==> config.mk <==
export PLATFORM = sky130hd
export DESIGN_NAME = curve25519_mock_queue
export DESIGN_NICKNAME = d
export VERILOG_FILES = /design/src/rtl/curve25519_mock_pkg.sv /design/src/rtl/curve25519_mock_queue_fifo.sv /design/src/rtl/curve25519_mock_queue.sv
export SDC_FILE = /design/constraint.sdc
export NUM_CORES = 2
export LEC_CHECK = 0
export CAP_MARGIN = 40
export CORE_ASPECT_RATIO = 1.25
export CORE_MARGIN = 3
export CORE_UTILIZATION = 50
export CTS_BUF_LIST = sky130_fd_sc_hd__clkbuf_8
export DETAILED_ROUTE_END_ITERATION = 7
export MAX_ROUTING_LAYER = met4
export PLACE_DENSITY = 0.7
export SLEW_MARGIN = 10
export SYNTH_ARGS = -nofsm -noshare
export SYNTH_HDL_FRONTEND = slang
export SYNTH_SLANG_ARGS = --single-unit
==> constraint.sdc <==
create_clock -name clock -period 18.7 [get_ports clock]
set_input_delay 3.74 -clock clock [delete_from_list [all_inputs] [get_ports clock]]
set_output_delay 3.74 -clock clock [all_outputs]
set_load 0.03 [all_outputs]
==> src/rtl/curve25519_mock_pkg.sv <==
// Shared constants for the queued Curve25519 mock: known-answer table and engine states.
package curve25519_mock_pkg;

  localparam int KAT_COUNT = 3;
  localparam int KAT_W     = 255;

  typedef enum logic [1:0] {
    ST_IDLE = 2'd0,
    ST_BUSY = 2'd1,
    ST_DONE = 2'd2
  } state_t;

  // The 64-digit literals carry a zero top bit; the cast drops it explicitly.
  localparam logic [KAT_W-1:0] KAT_N [KAT_COUNT] = '{
    {1'b1, 254'd0},
    255'(256'h4002030405060708090a0b0c0d0e0f101112131415161718191a1b1c1d1e1f20),
    255'(256'h4002030405060708090a0b0c0d0e0f101112131415161718191a1b1c1d1e1f20)
  };

  localparam logic [KAT_W-1:0] KAT_Q [KAT_COUNT] = '{
    255'd9,
    255'd9,
    255'(256'h71850c3f2cd59eac742ceea75fc37c5de912aded47b366629169d381bb9dfba6)
  };

  localparam logic [KAT_W-1:0] KAT_OUT [KAT_COUNT] = '{
    255'(256'h743bcb585f9990edc2cfc4af84f6ff300729bb5facda28154362cd47a37de52f),
    255'(256'h71850c3f2cd59eac742ceea75fc37c5de912aded47b366629169d381bb9dfba6),
    255'(256'h45dbaa45916a837457fdbda08bea49dbaabc29c65668ef235c7ae49a90375b54)
  };

endpackage

==> src/rtl/curve25519_mock_queue_fifo.sv <==
// Request FIFO: power-of-two depth, pointers carry an extra wrap bit so
// full and empty are told apart without a separate count.
module mock_req_fifo #(
  parameter int WIDTH = 510,
  parameter int DEPTH = 4
) (
  input  logic             clock,
  input  logic             reset,
  input  logic             push,
  input  logic [WIDTH-1:0] wdata,
  input  logic             pop,
  output logic [WIDTH-1:0] rdata,
  output logic             full,
  output logic             empty
);

  localparam int         AW      = $clog2(DEPTH);
  localparam logic [AW:0] PTR_ONE = 1;

  logic [WIDTH-1:0] mem [DEPTH];
  logic [AW:0]      wr_ptr;
  logic [AW:0]      rd_ptr;
  logic             do_push;
  logic             do_pop;

  // A push while full is refused even if a pop lands on the same edge.
  assign do_push = push && !full;
  assign do_pop  = pop && !empty;
  assign empty   = (wr_ptr == rd_ptr);
  assign full    = (wr_ptr[AW] != rd_ptr[AW]) && (wr_ptr[AW-1:0] == rd_ptr[AW-1:0]);
  assign rdata   = mem[rd_ptr[AW-1:0]];

  // Pointer update; reset flushes the queue.
  always_ff @(posedge clock) begin
    if (reset) begin
      wr_ptr <= '0;
      rd_ptr <= '0;
    end else begin
      if (do_push) wr_ptr <= wr_ptr + PTR_ONE;
      if (do_pop)  rd_ptr <= rd_ptr + PTR_ONE;
    end
  end

  // Storage write; contents need no reset since the pointers gate visibility.
  always_ff @(posedge clock) begin
    if (do_push) mem[wr_ptr[AW-1:0]] <= wdata;
  end

endmodule

==> src/rtl/curve25519_mock_queue.sv <==
// Queued Curve25519 scalar-multiply mock: FIFO of requests served one at a
// time with a fixed latency, answering from a known-answer table or echoing q.
//
// state   | meaning
// --------+-------------------------------------------------------
// ST_IDLE | engine free; pops the FIFO head when one is waiting
// ST_BUSY | counting down the programmed latency
// ST_DONE | result presented, held until the consumer takes it
module curve25519_mock_queue
  import curve25519_mock_pkg::*;
#(
  parameter int WIDTH   = 255,
  parameter int LATENCY = 65535,
  parameter int DEPTH   = 4
) (
  input  logic             clock,
  input  logic             reset,
  input  logic             in_valid,
  output logic             in_ready,
  input  logic [WIDTH-1:0] n,
  input  logic [WIDTH-1:0] q,
  output logic             out_valid,
  input  logic             out_ready,
  output logic [WIDTH-1:0] out,
  output logic             out_hit,
  output logic             busy
);

  // LATENCY=1 would give a zero-width counter; keep at least one bit.
  localparam int            CW       = (LATENCY > 1) ? $clog2(LATENCY) : 1;
  localparam logic [CW-1:0] CNT_LOAD = CW'(LATENCY - 1);
  localparam logic [CW-1:0] CNT_ONE  = 1;

  state_t             state;
  state_t             state_nxt;
  logic [CW-1:0]      cnt;
  logic [WIDTH-1:0]   work_n;
  logic [WIDTH-1:0]   work_q;
  logic               fifo_full;
  logic               fifo_empty;
  logic [2*WIDTH-1:0] fifo_rdata;
  logic               load;
  logic               finish;
  logic               kat_hit;
  logic [WIDTH-1:0]   kat_out;

  mock_req_fifo #(
    .WIDTH (2 * WIDTH),
    .DEPTH (DEPTH)
  ) u_fifo (
    .clock (clock),
    .reset (reset),
    .push  (in_valid),
    .wdata ({n, q}),
    .pop   (load),
    .rdata (fifo_rdata),
    .full  (fifo_full),
    .empty (fifo_empty)
  );

  assign in_ready  = !fifo_full;
  assign out_valid = (state == ST_DONE);
  assign busy      = (state != ST_IDLE) || !fifo_empty;

  // State register.
  always_ff @(posedge clock) begin
    if (reset) state <= ST_IDLE;
    else       state <= state_nxt;
  end

  // Next-state logic plus the load (pop) and finish strobes.
  always_comb begin
    state_nxt = state;
    load      = 1'b0;
    finish    = 1'b0;
    case (state)
      ST_IDLE: begin
        if (!fifo_empty) begin
          state_nxt = ST_BUSY;
          load      = 1'b1;
        end
      end
      ST_BUSY: begin
        if (cnt == '0) begin
          state_nxt = ST_DONE;
          finish    = 1'b1;
        end
      end
      ST_DONE: begin
        if (out_ready) state_nxt = ST_IDLE;
      end
      default: state_nxt = ST_IDLE;
    endcase
  end

  // Table lookup on the working registers; a miss echoes q.
  always_comb begin
    kat_hit = 1'b0;
    kat_out = work_q;
    for (int i = 0; i < KAT_COUNT; i++) begin
      if (!kat_hit && work_n == WIDTH'(KAT_N[i]) && work_q == WIDTH'(KAT_Q[i])) begin
        kat_hit = 1'b1;
        kat_out = WIDTH'(KAT_OUT[i]);
      end
    end
  end

  // Working registers, latency down-counter and the held result.
  always_ff @(posedge clock) begin
    if (reset) begin
      cnt     <= '0;
      work_n  <= '0;
      work_q  <= '0;
      out     <= '0;
      out_hit <= 1'b0;
    end else begin
      if (load) begin
        {work_n, work_q} <= fifo_rdata;
        cnt              <= CNT_LOAD;
      end else if (state == ST_BUSY && cnt != '0) begin
        cnt <= cnt - CNT_ONE;
      end
      if (finish) begin
        out     <= kat_out;
        out_hit <= kat_hit;
      end
    end
  end

endmodule

## After elaboration in Yosys (flattened, before gate mapping)

Memories as Yosys holds them, arrays and structs flattened. A register that Yosys moved wholly into a read port is not among the register bits.
Index checks and enable logic that the tools add are counted.

| storage, ports and cells | value |
|---|---|
| register bits after elaboration | 280 |
| latch bits | 0 |
| RAM bits | 2040 |
| bits in read-only memories | 0 |
| output and inout bits | 259 |
| logic and storage cells | 62 |
| memories | 1 |

| operators by class | value |
|---|---|
| add/subtract/negate cells | 3 |
| multipliers | 0 |
| divide/modulo/power cells | 0 |
| order comparisons | 0 |
| equal/unequal tests | 12 |
| shifts and indexed selects | 0 |
| mux-type cells | 18 |
| bitwise operators | 0 |
| reductions and logical operators | 21 |

Memories:

| memory | depth | width | read ports | clocked after memory_dff | wr ports | RTL line | text |
|---|---|---|---|---|---|---|---|
| u_fifo.mem | 4 | 510 | 1 | 1 | 1 | curve25519_mock_queue_fifo.sv:20 | `logic [WIDTH-1:0] mem [DEPTH];` |

Operator list:

| kind | number |
|---|---|
| == test 255 bit (second input constant) | 3 |
| two-way mux 255 bit | 3 |
| == test 255 x 4 -> 1 bit (second input constant) | 1 |
| two-way mux 16 bit | 2 |
| logical NOT 16 bit | 1 |
| nonzero test 16 bit | 1 |
| subtractor 16 x 1 -> 16 bit (second input constant) | 1 |
| logical AND 1 bit | 9 |
| two-way mux 1 bit | 9 |
| adder 3 x 1 -> 3 bit (second input constant) | 2 |
| two-way mux 2 bit | 3 |
| one-hot mux 2 bit (3 select lines) | 1 |
| logical NOT 1 bit | 4 |
| inequality test 2 bit (second input constant) | 2 |
| nonzero test 2 bit | 2 |
| == test 3 bit | 1 |
| AND reduction 3 bit | 1 |
| == test 2 x 1 -> 1 bit (second input constant) | 1 |
| == test 2 bit | 1 |
| == test 2 bit (second input constant) | 1 |
| logical NOT 2 bit | 1 |
| inequality test 2 x 1 -> 1 bit (second input constant) | 1 |
| OR reduction 2 bit | 1 |
| logical OR 1 bit | 1 |
| inequality test 1 bit | 1 |

## Longest topological paths before layout

| depth | value |
|---|---|
| word-level depth | 11 |
| mapped depth | 11 |

## By module

Synthesis repeated with hierarchy kept, for this count alone.

| unflattened totals | value |
|---|---|
| cells, all modules | 6431 |
| area, all modules | 102916.2 µm² |

By module, submodules not included:

| module | times used | cells an instance | area each (µm²) | seq. area each (µm²) |
|---|---|---|---|---|
| mock_req_fifo | 1 | 2732 | 74219.9 | 61418.9 |
| curve25519_mock_queue | 1 | 3699 | 28696.3 | 15695.1 |

## Worst setup path after synthesis

Ideal clock, no wire load.

| path | value |
|---|---|
| kind | input port to flip-flop |
| start point | in in_valid |
| end point | mem u_fifo.mem[3][0], enable pin |
| library setup time | 947 ps |
| arrival time | 15375 ps |
| path slack | 2378 ps |
| stages on the path | 1 |
| cell sequence | and3_1 |

| between the ends | value |
|---|---|
| longest elaborated chain between the ends | 3 |

RTL lines:

| element | RTL line | text |
|---|---|---|
| start: declaration | curve25519_mock_queue.sv:18 | `input logic in_valid,` |
| logical AND 1 bit | curve25519_mock_queue_fifo.sv:27 | `assign do_push = push && !full;` |
| two-way mux 1 bit | curve25519_mock_queue_fifo.sv:46 | `if (do_push) mem[wr_ptr[AW-1:0]] <= wdata;` |
| two-way mux 1 bit (implied by the code) | curve25519_mock_queue_fifo.sv:46 |  |
| end: declaration | curve25519_mock_queue_fifo.sv:20 |  |

No other way between the ends.

## Final worst setup path

| path | value |
|---|---|
| start point | reg u_fifo.rd_ptr[1] |
| end point | out busy |

| between the ends | value |
|---|---|
| longest elaborated chain between the ends | 3 |

RTL lines:

| element | RTL line | text |
|---|---|---|
| start: declaration | curve25519_mock_queue_fifo.sv:22 | `logic [AW:0] rd_ptr;` |
| start signal: assignment | curve25519_mock_queue_fifo.sv:40 | `if (do_pop) rd_ptr <= rd_ptr + PTR_ONE;` |
| == test 3 bit | curve25519_mock_queue_fifo.sv:29 | `assign empty = (wr_ptr == rd_ptr);` |
| logical NOT 1 bit | curve25519_mock_queue.sv:63 | `assign busy = (state != ST_IDLE) \|\| !fifo_empty;` |
| logical OR 1 bit | curve25519_mock_queue.sv:63 |  |
| end: declaration | curve25519_mock_queue.sv:26 | `output logic busy` |

No other way between the ends.

==> results_tabular.tex <==
\begin{tabular}{lr}
\hline
Metric & Value \\
\hline
\multicolumn{2}{l}{\textbf{Cells and area}} \\
Layout cells sized above 1 & 0.180 \\
Nets & 7654 \\
Number of inserted filler cells in the final layout & 15300 \\
Area taken by multi-input logic gates & 23600 µm² \\
Non-Filler Instances & 10300 \\
Syn-to-layout area delta & 19.8\% \\
Footprint of the flip-flops and latches & 77100 µm² \\
Summed area of non-filler cells in the final layout & 122000 µm² \\
\multicolumn{2}{l}{\textbf{Synthesis}} \\
Fraction of the mapped netlist area in simple logic gates & 0.0680 \\
Number of warning messages in the yosys log & 0 \\
Proportion of netlist area held by the largest area contributor & 0.600 \\
Count of unique library cells instantiated by Yosys & 47 \\
Cell types occupying the most area after synthesis & sky130\_fd\_sc\_hd\_\_edfxtp\_1 60\%, sky130\_fd\_sc\_hd\_\_dfxtp\_1 15\%, sky130\_fd\_sc\_hd\_\_mux4\_2 11\%, sky130\_fd\_sc\_hd\_\_nand2\_1 4.2\%, sky130\_fd\_sc\_hd\_\_a21oi\_1 2.7\% \\
Share of the synthesized netlist area taken by xor and xnor gates & 0.00163 \\
Proportion of synthesized flip-flops having asynchronous set or reset & 0 \\
Cell count after synthesis & 6173 \\
Main combinational cell family by area after synthesis & multiplexers \\
Post-Syn Nets & 6694 \\
Adder-cell share of the synthesized area & 0.000858 \\
Portion of netlist area occupied by mux cells & 0.113 \\
Largest area contributor in the synthesized netlist & sky130\_fd\_sc\_hd\_\_edfxtp\_1 \\
Post-synth EDFFs & 2040 \\
Cell area after technology mapping & 102000 µm² \\
Share of the yosys chip area belonging to registers & 0.755 \\
Flip-flop cell with the highest count after synthesis & sky130\_fd\_sc\_hd\_\_edfxtp\_1 \\
Area fraction in compound gates after synthesis & 0.0473 \\
Seq cells post-synth & 2830 \\
Synth Area per Inst & 16.5 µm² \\
\multicolumn{2}{l}{\textbf{Timing}} \\
Total negative slack & 0 ns \\
Unrepaired setup endpoints after global routing & no \\
Period utilisation layout & 0.383 \\
Final worst slack & 11.55 ns \\
Number of hold violations in the final report & 0 \\
Final Slew Violations & 0 \\
Highest achievable clock rate & 140 MHz \\
Relative slew margins & 0.117 \\
Final-report setup violation count & 0 \\
Minimum clock period after layout & 7.15 ns \\
Actual slew at the worst max-slew pin & 1.32 ns \\
Setup skew after layout & 0.0797 ns \\
\multicolumn{2}{l}{\textbf{Power}} \\
Leakage & 40.2 nW \\
Switching part of the total & 0.312 \\
Clock network power share & 0.294 \\
Sequential Power Share & 0.489 \\
Peak supply drop & 0.000171 V \\
Ratio of total power to cell area & 137 nW/µm² \\
Overall power & 0.0168 W \\
P\_int & 0.0115 W \\
Switching component of the power & 0.00523 W \\
Proportion of power drawn by combinational gates & 0.217 \\
\multicolumn{2}{l}{\textbf{Die}} \\
Die Ht & 511 µm \\
Initial core utilization & 0.505 \\
Core area & 202000 µm² \\
Overall die area & 210000 µm² \\
Die X & 410 µm \\
Site Rows & 184 \\
Number of top-level pins & 773 \\
\multicolumn{2}{l}{\textbf{Run}} \\
Max\_cap viols & 0 \\
\multicolumn{2}{l}{\textbf{Critical path}} \\
Required time at the endpoint of the critical path & 14.96 ns \\
WS Path Type & flip-flop to output pin \\
RR Endpoint & out[21]\$\_SDFFE\_PP0P\_ \\
R2R cell count & 9 \\
Critical-path maximum fanout & 45 \\
WP data arrival & 3.41 ns \\
Critical path launch point & u\_fifo.rd\_ptr[1]\$\_SDFFE\_PP0P\_ \\
Worst reg2reg startpoint & work\_q[209]\$\_SDFFE\_PP0P\_ \\
Startpoint types & flip-flop \\
Reg2reg setup slack & 13.58 ns \\
Kind of end point of the critical path & output pin \\
Critical path endpoint & busy \\
\multicolumn{2}{l}{\textbf{Status}} \\
Run status & finished clean \\
\multicolumn{2}{l}{\textbf{Routing}} \\
Vias/cell & 5.77 \\
Vias & 59500 \\
Wire per inst & 28.3 µm \\
Pre-antenna DRT Iters & 6 \\
Number of DRC markers after the initial detailed-route iteration & 6195 \\
Post-route ant nets & 0 \\
Number of remaining DRC errors & 0 \\
Post-detailed-routing wire length & 291000 µm \\
\multicolumn{2}{l}{\textbf{Clocking}} \\
Number of levels in the clock H-tree & 5 \\
\# hold bufs at CTS & 0 \\
Number of gates resized after cts & 0 \\
TritonCTS clock tree & built \\
Number of clock sinks & 2830 \\
Clock buffer depth & 4 \\
Number of buffers inserted during clock tree synthesis & 432 \\
Clk pin slew, worst setup/hold paths & 0.06 ns \\
Setup Buffers After CTS & 0 \\
Clock latency on the worst-skew pair & 1.10 ns \\
Root Buffer & sky130\_fd\_sc\_hd\_\_clkbuf\_8 \\
\multicolumn{2}{l}{\textbf{Place}} \\
Placed Instances & 9395 \\
Pre-CTS setup slack & 10.96 ns \\
Post-detailed-placement half-perimeter wirelength & 198000 µm \\
Placement Cell Area & 114000 µm² \\
Buffers added on ports & 772 \\
Routability cong. & 0.980 \\
\multicolumn{2}{l}{\textbf{Global route}} \\
Number of antenna violations at the first check in global routing & 143 \\
Global-route congestion overflow total & 0 \\
Vias in the first global route & 58800 \\
GR Util All Layers & 0.283 \\
Maximum number of pins on one net before global-route repair & 176 \\
First-pass GRT wire length & 416000 µm \\
\multicolumn{2}{l}{\textbf{Min path}} \\
Hold/Removal Path Class & flip-flop to flip-flop \\
\hline
\end{tabular}
## power groups by stage
stage	clock (W)	sequential [W]	combinational, W
final	0.00493	0.00820	0.00363
after global routing	0.00531	0.00822	0.00393
after CTS	0.00504	0.00816	0.00370
after detailed placement	0	0.00829	0.00369
after global placement	0	0.00825	0.00355
after floorplan	0	0.00801	0.00235
## placed cells by master (no fill, tap or decap), types with 4 or more instances in the layout
| cell | n |
|---|---|
| sky130_fd_sc_hd__nor4_1 | 132 |
| sky130_fd_sc_hd__o31ai_1 | 28 |
| sky130_fd_sc_hd__mux4_2 | 510 |
| sky130_fd_sc_hd__clkinvlp_4 | 7 |
| sky130_fd_sc_hd__clkdlybuf4s50_1 | 771 |
| sky130_fd_sc_hd__nand4_1 | 84 |
| sky130_fd_sc_hd__nor4_2 | 6 |
| sky130_fd_sc_hd__clkinv_2 | 39 |
| sky130_fd_sc_hd__buf_16 | 25 |
| sky130_fd_sc_hd__nor2_1 | 162 |
| sky130_fd_sc_hd__buf_12 | 21 |
| sky130_fd_sc_hd__o221a_2 | 93 |
| sky130_fd_sc_hd__bufinv_16 | 18 |
| sky130_fd_sc_hd__inv_6 | 4 |
| sky130_fd_sc_hd__nor3_1 | 20 |
| sky130_fd_sc_hd__inv_1 | 193 |
| sky130_fd_sc_hd__a22o_1 | 32 |
| sky130_fd_sc_hd__ha_1 | 7 |
| sky130_fd_sc_hd__o22ai_1 | 35 |
| sky130_fd_sc_hd__diode_2 | 126 |
| sky130_fd_sc_hd__nand3_1 | 5 |
| sky130_fd_sc_hd__xnor2_1 | 13 |
| sky130_fd_sc_hd__or3_1 | 4 |
| sky130_fd_sc_hd__or4_1 | 6 |
| sky130_fd_sc_hd__clkinv_1 | 42 |
| sky130_fd_sc_hd__clkbuf_8 | 488 |
| sky130_fd_sc_hd__or2_2 | 32 |
| sky130_fd_sc_hd__and3_4 | 4 |
| sky130_fd_sc_hd__buf_4 | 78 |
| sky130_fd_sc_hd__a21oi_1 | 551 |
| sky130_fd_sc_hd__xor2_1 | 6 |
| sky130_fd_sc_hd__edfxtp_1 | 2040 |
| sky130_fd_sc_hd__nand2_1 | 1153 |
| sky130_fd_sc_hd__o21ai_0 | 40 |
| sky130_fd_sc_hd__dfxtp_1 | 788 |
## logic make-up (layout without fill, tap and decap cells)
| logic type | count (synthesis) | after routing |
|---|---|---|
| AND/OR/NAND/NOR | 1631 | 1631 |
| AO/OA/AOI/OAI | 790 | 790 |
| flip-flops | 2830 | 2830 |
| multiplexers | 510 | 510 |
| other | 0 | 126 |
| adder cells (fa/ha/maj) | 7 | 7 |
| buffers and inverters | 386 | 1695 |
| XOR/XNOR | 19 | 19 |
## synth_stat cells (2+ instances only)
cell,n
sky130_fd_sc_hd__inv_1,7
sky130_fd_sc_hd__nand4_1,84
sky130_fd_sc_hd__nor2b_1,2
sky130_fd_sc_hd__nand2b_1,4
sky130_fd_sc_hd__nand4b_1,3
sky130_fd_sc_hd__o21ai_0,40
sky130_fd_sc_hd__or2_2,31
sky130_fd_sc_hd__xnor2_1,13
sky130_fd_sc_hd__mux4_2,510
sky130_fd_sc_hd__or3_1,4
sky130_fd_sc_hd__a22o_1,32
sky130_fd_sc_hd__and3_1,4
sky130_fd_sc_hd__o22ai_1,35
sky130_fd_sc_hd__nor4b_1,3
sky130_fd_sc_hd__dfxtp_1,790
sky130_fd_sc_hd__nand3_1,5
sky130_fd_sc_hd__nor4_4,2
sky130_fd_sc_hd__buf_6,2
sky130_fd_sc_hd__o221a_2,93
sky130_fd_sc_hd__xor2_1,6
sky130_fd_sc_hd__edfxtp_1,2040
sky130_fd_sc_hd__nand2_1,1153
sky130_fd_sc_hd__a211oi_1,2
sky130_fd_sc_hd__buf_1,55
sky130_fd_sc_hd__clkbuf_1,291
sky130_fd_sc_hd__or4_1,6
sky130_fd_sc_hd__o221a_1,3
sky130_fd_sc_hd__and2_1,2
sky130_fd_sc_hd__o31ai_1,28
sky130_fd_sc_hd__buf_2,27
sky130_fd_sc_hd__nor4_1,138
sky130_fd_sc_hd__buf_4,3
sky130_fd_sc_hd__nor2_1,163
sky130_fd_sc_hd__a21oi_1,551
sky130_fd_sc_hd__o21ai_1,2
sky130_fd_sc_hd__ha_1,7
sky130_fd_sc_hd__nor3_1,22
## through the flow
stage / util / hold slack, ns
global route: 0.605 / 0.474
finish: 0.605 / 0.453
global placement: 0.557 / 0.438
floorplan: - / 0.432
detailed placement: 0.562 / 0.444
CTS: 0.603 / 0.455
## critical path, stage by stage, from the launching register on
cell and delay (ns):
sky130_fd_sc_hd__dfxtp_4 0.84, sky130_fd_sc_hd__xor2_1 0.16, sky130_fd_sc_hd__nor3_1 0.39, sky130_fd_sc_hd__nand2_1 0.27, sky130_fd_sc_hd__clkdlybuf4s50_1 0.66
## state kept, by name (all words and copies together), names as in the netlist
register,count
out_hit,1
u_fifo.rd_ptr,3
out,255
cnt,16
u_fifo.wr_ptr,3
work_q,255
work_n,255
state,2
u_fifo.mem,2040
## cell type report
cell class | instances | share of cell area
sequential | 2830 | 0.630
tap | 2697 | 0.0276
timing repair buffer | 904 | 0.0777
inverter | 8 | 0.000256
clock inverter | 295 | 0.0137
multi-input combinational | 2957 | 0.193
clock buffer | 488 | 0.0549
antenna | 126 | 0.00258
## how the worst min path moves through the flow
| stage | start | endpoint | slack, ns | cells past startpoint |
|---|---|---|---|---|
| final | out[252]$_SDFFE_PP0P_ | out[252]$_SDFFE_PP0P_ | 0.45 | 2 |
| after global routing | work_n[158]$_SDFFE_PP0P_ | work_n[158]$_SDFFE_PP0P_ | 0.47 | 2 |
| after CTS | work_n[172]$_SDFFE_PP0P_ | work_n[172]$_SDFFE_PP0P_ | 0.46 | 2 |
| after detailed placement | out[199]$_SDFFE_PP0P_ | out[199]$_SDFFE_PP0P_ | 0.44 | 2 |
| after global placement | out[113]$_SDFFE_PP0P_ | out[113]$_SDFFE_PP0P_ | 0.44 | 2 |
| after floorplan | work_n[254]$_SDFFE_PP0P_ | work_n[254]$_SDFFE_PP0P_ | 0.43 | 2 |
## per-layer routing
| metal | vias to the layer above | share of wire | wire length, µm | track usage |
|---|---|---|---|---|
| met5 | - | 0 | 0 | - |
| li1 | 26000 | - | - | - |
| met4 | 0 | 0.042 | 12300 | 0.110 |
| met3 | 561 | 0.13 | 36800 | 0.106 |
| met2 | 2815 | 0.46 | 133000 | 0.417 |
| met1 | 30100 | 0.37 | 109000 | 0.357 |
(Power assumes the default switching activity.)
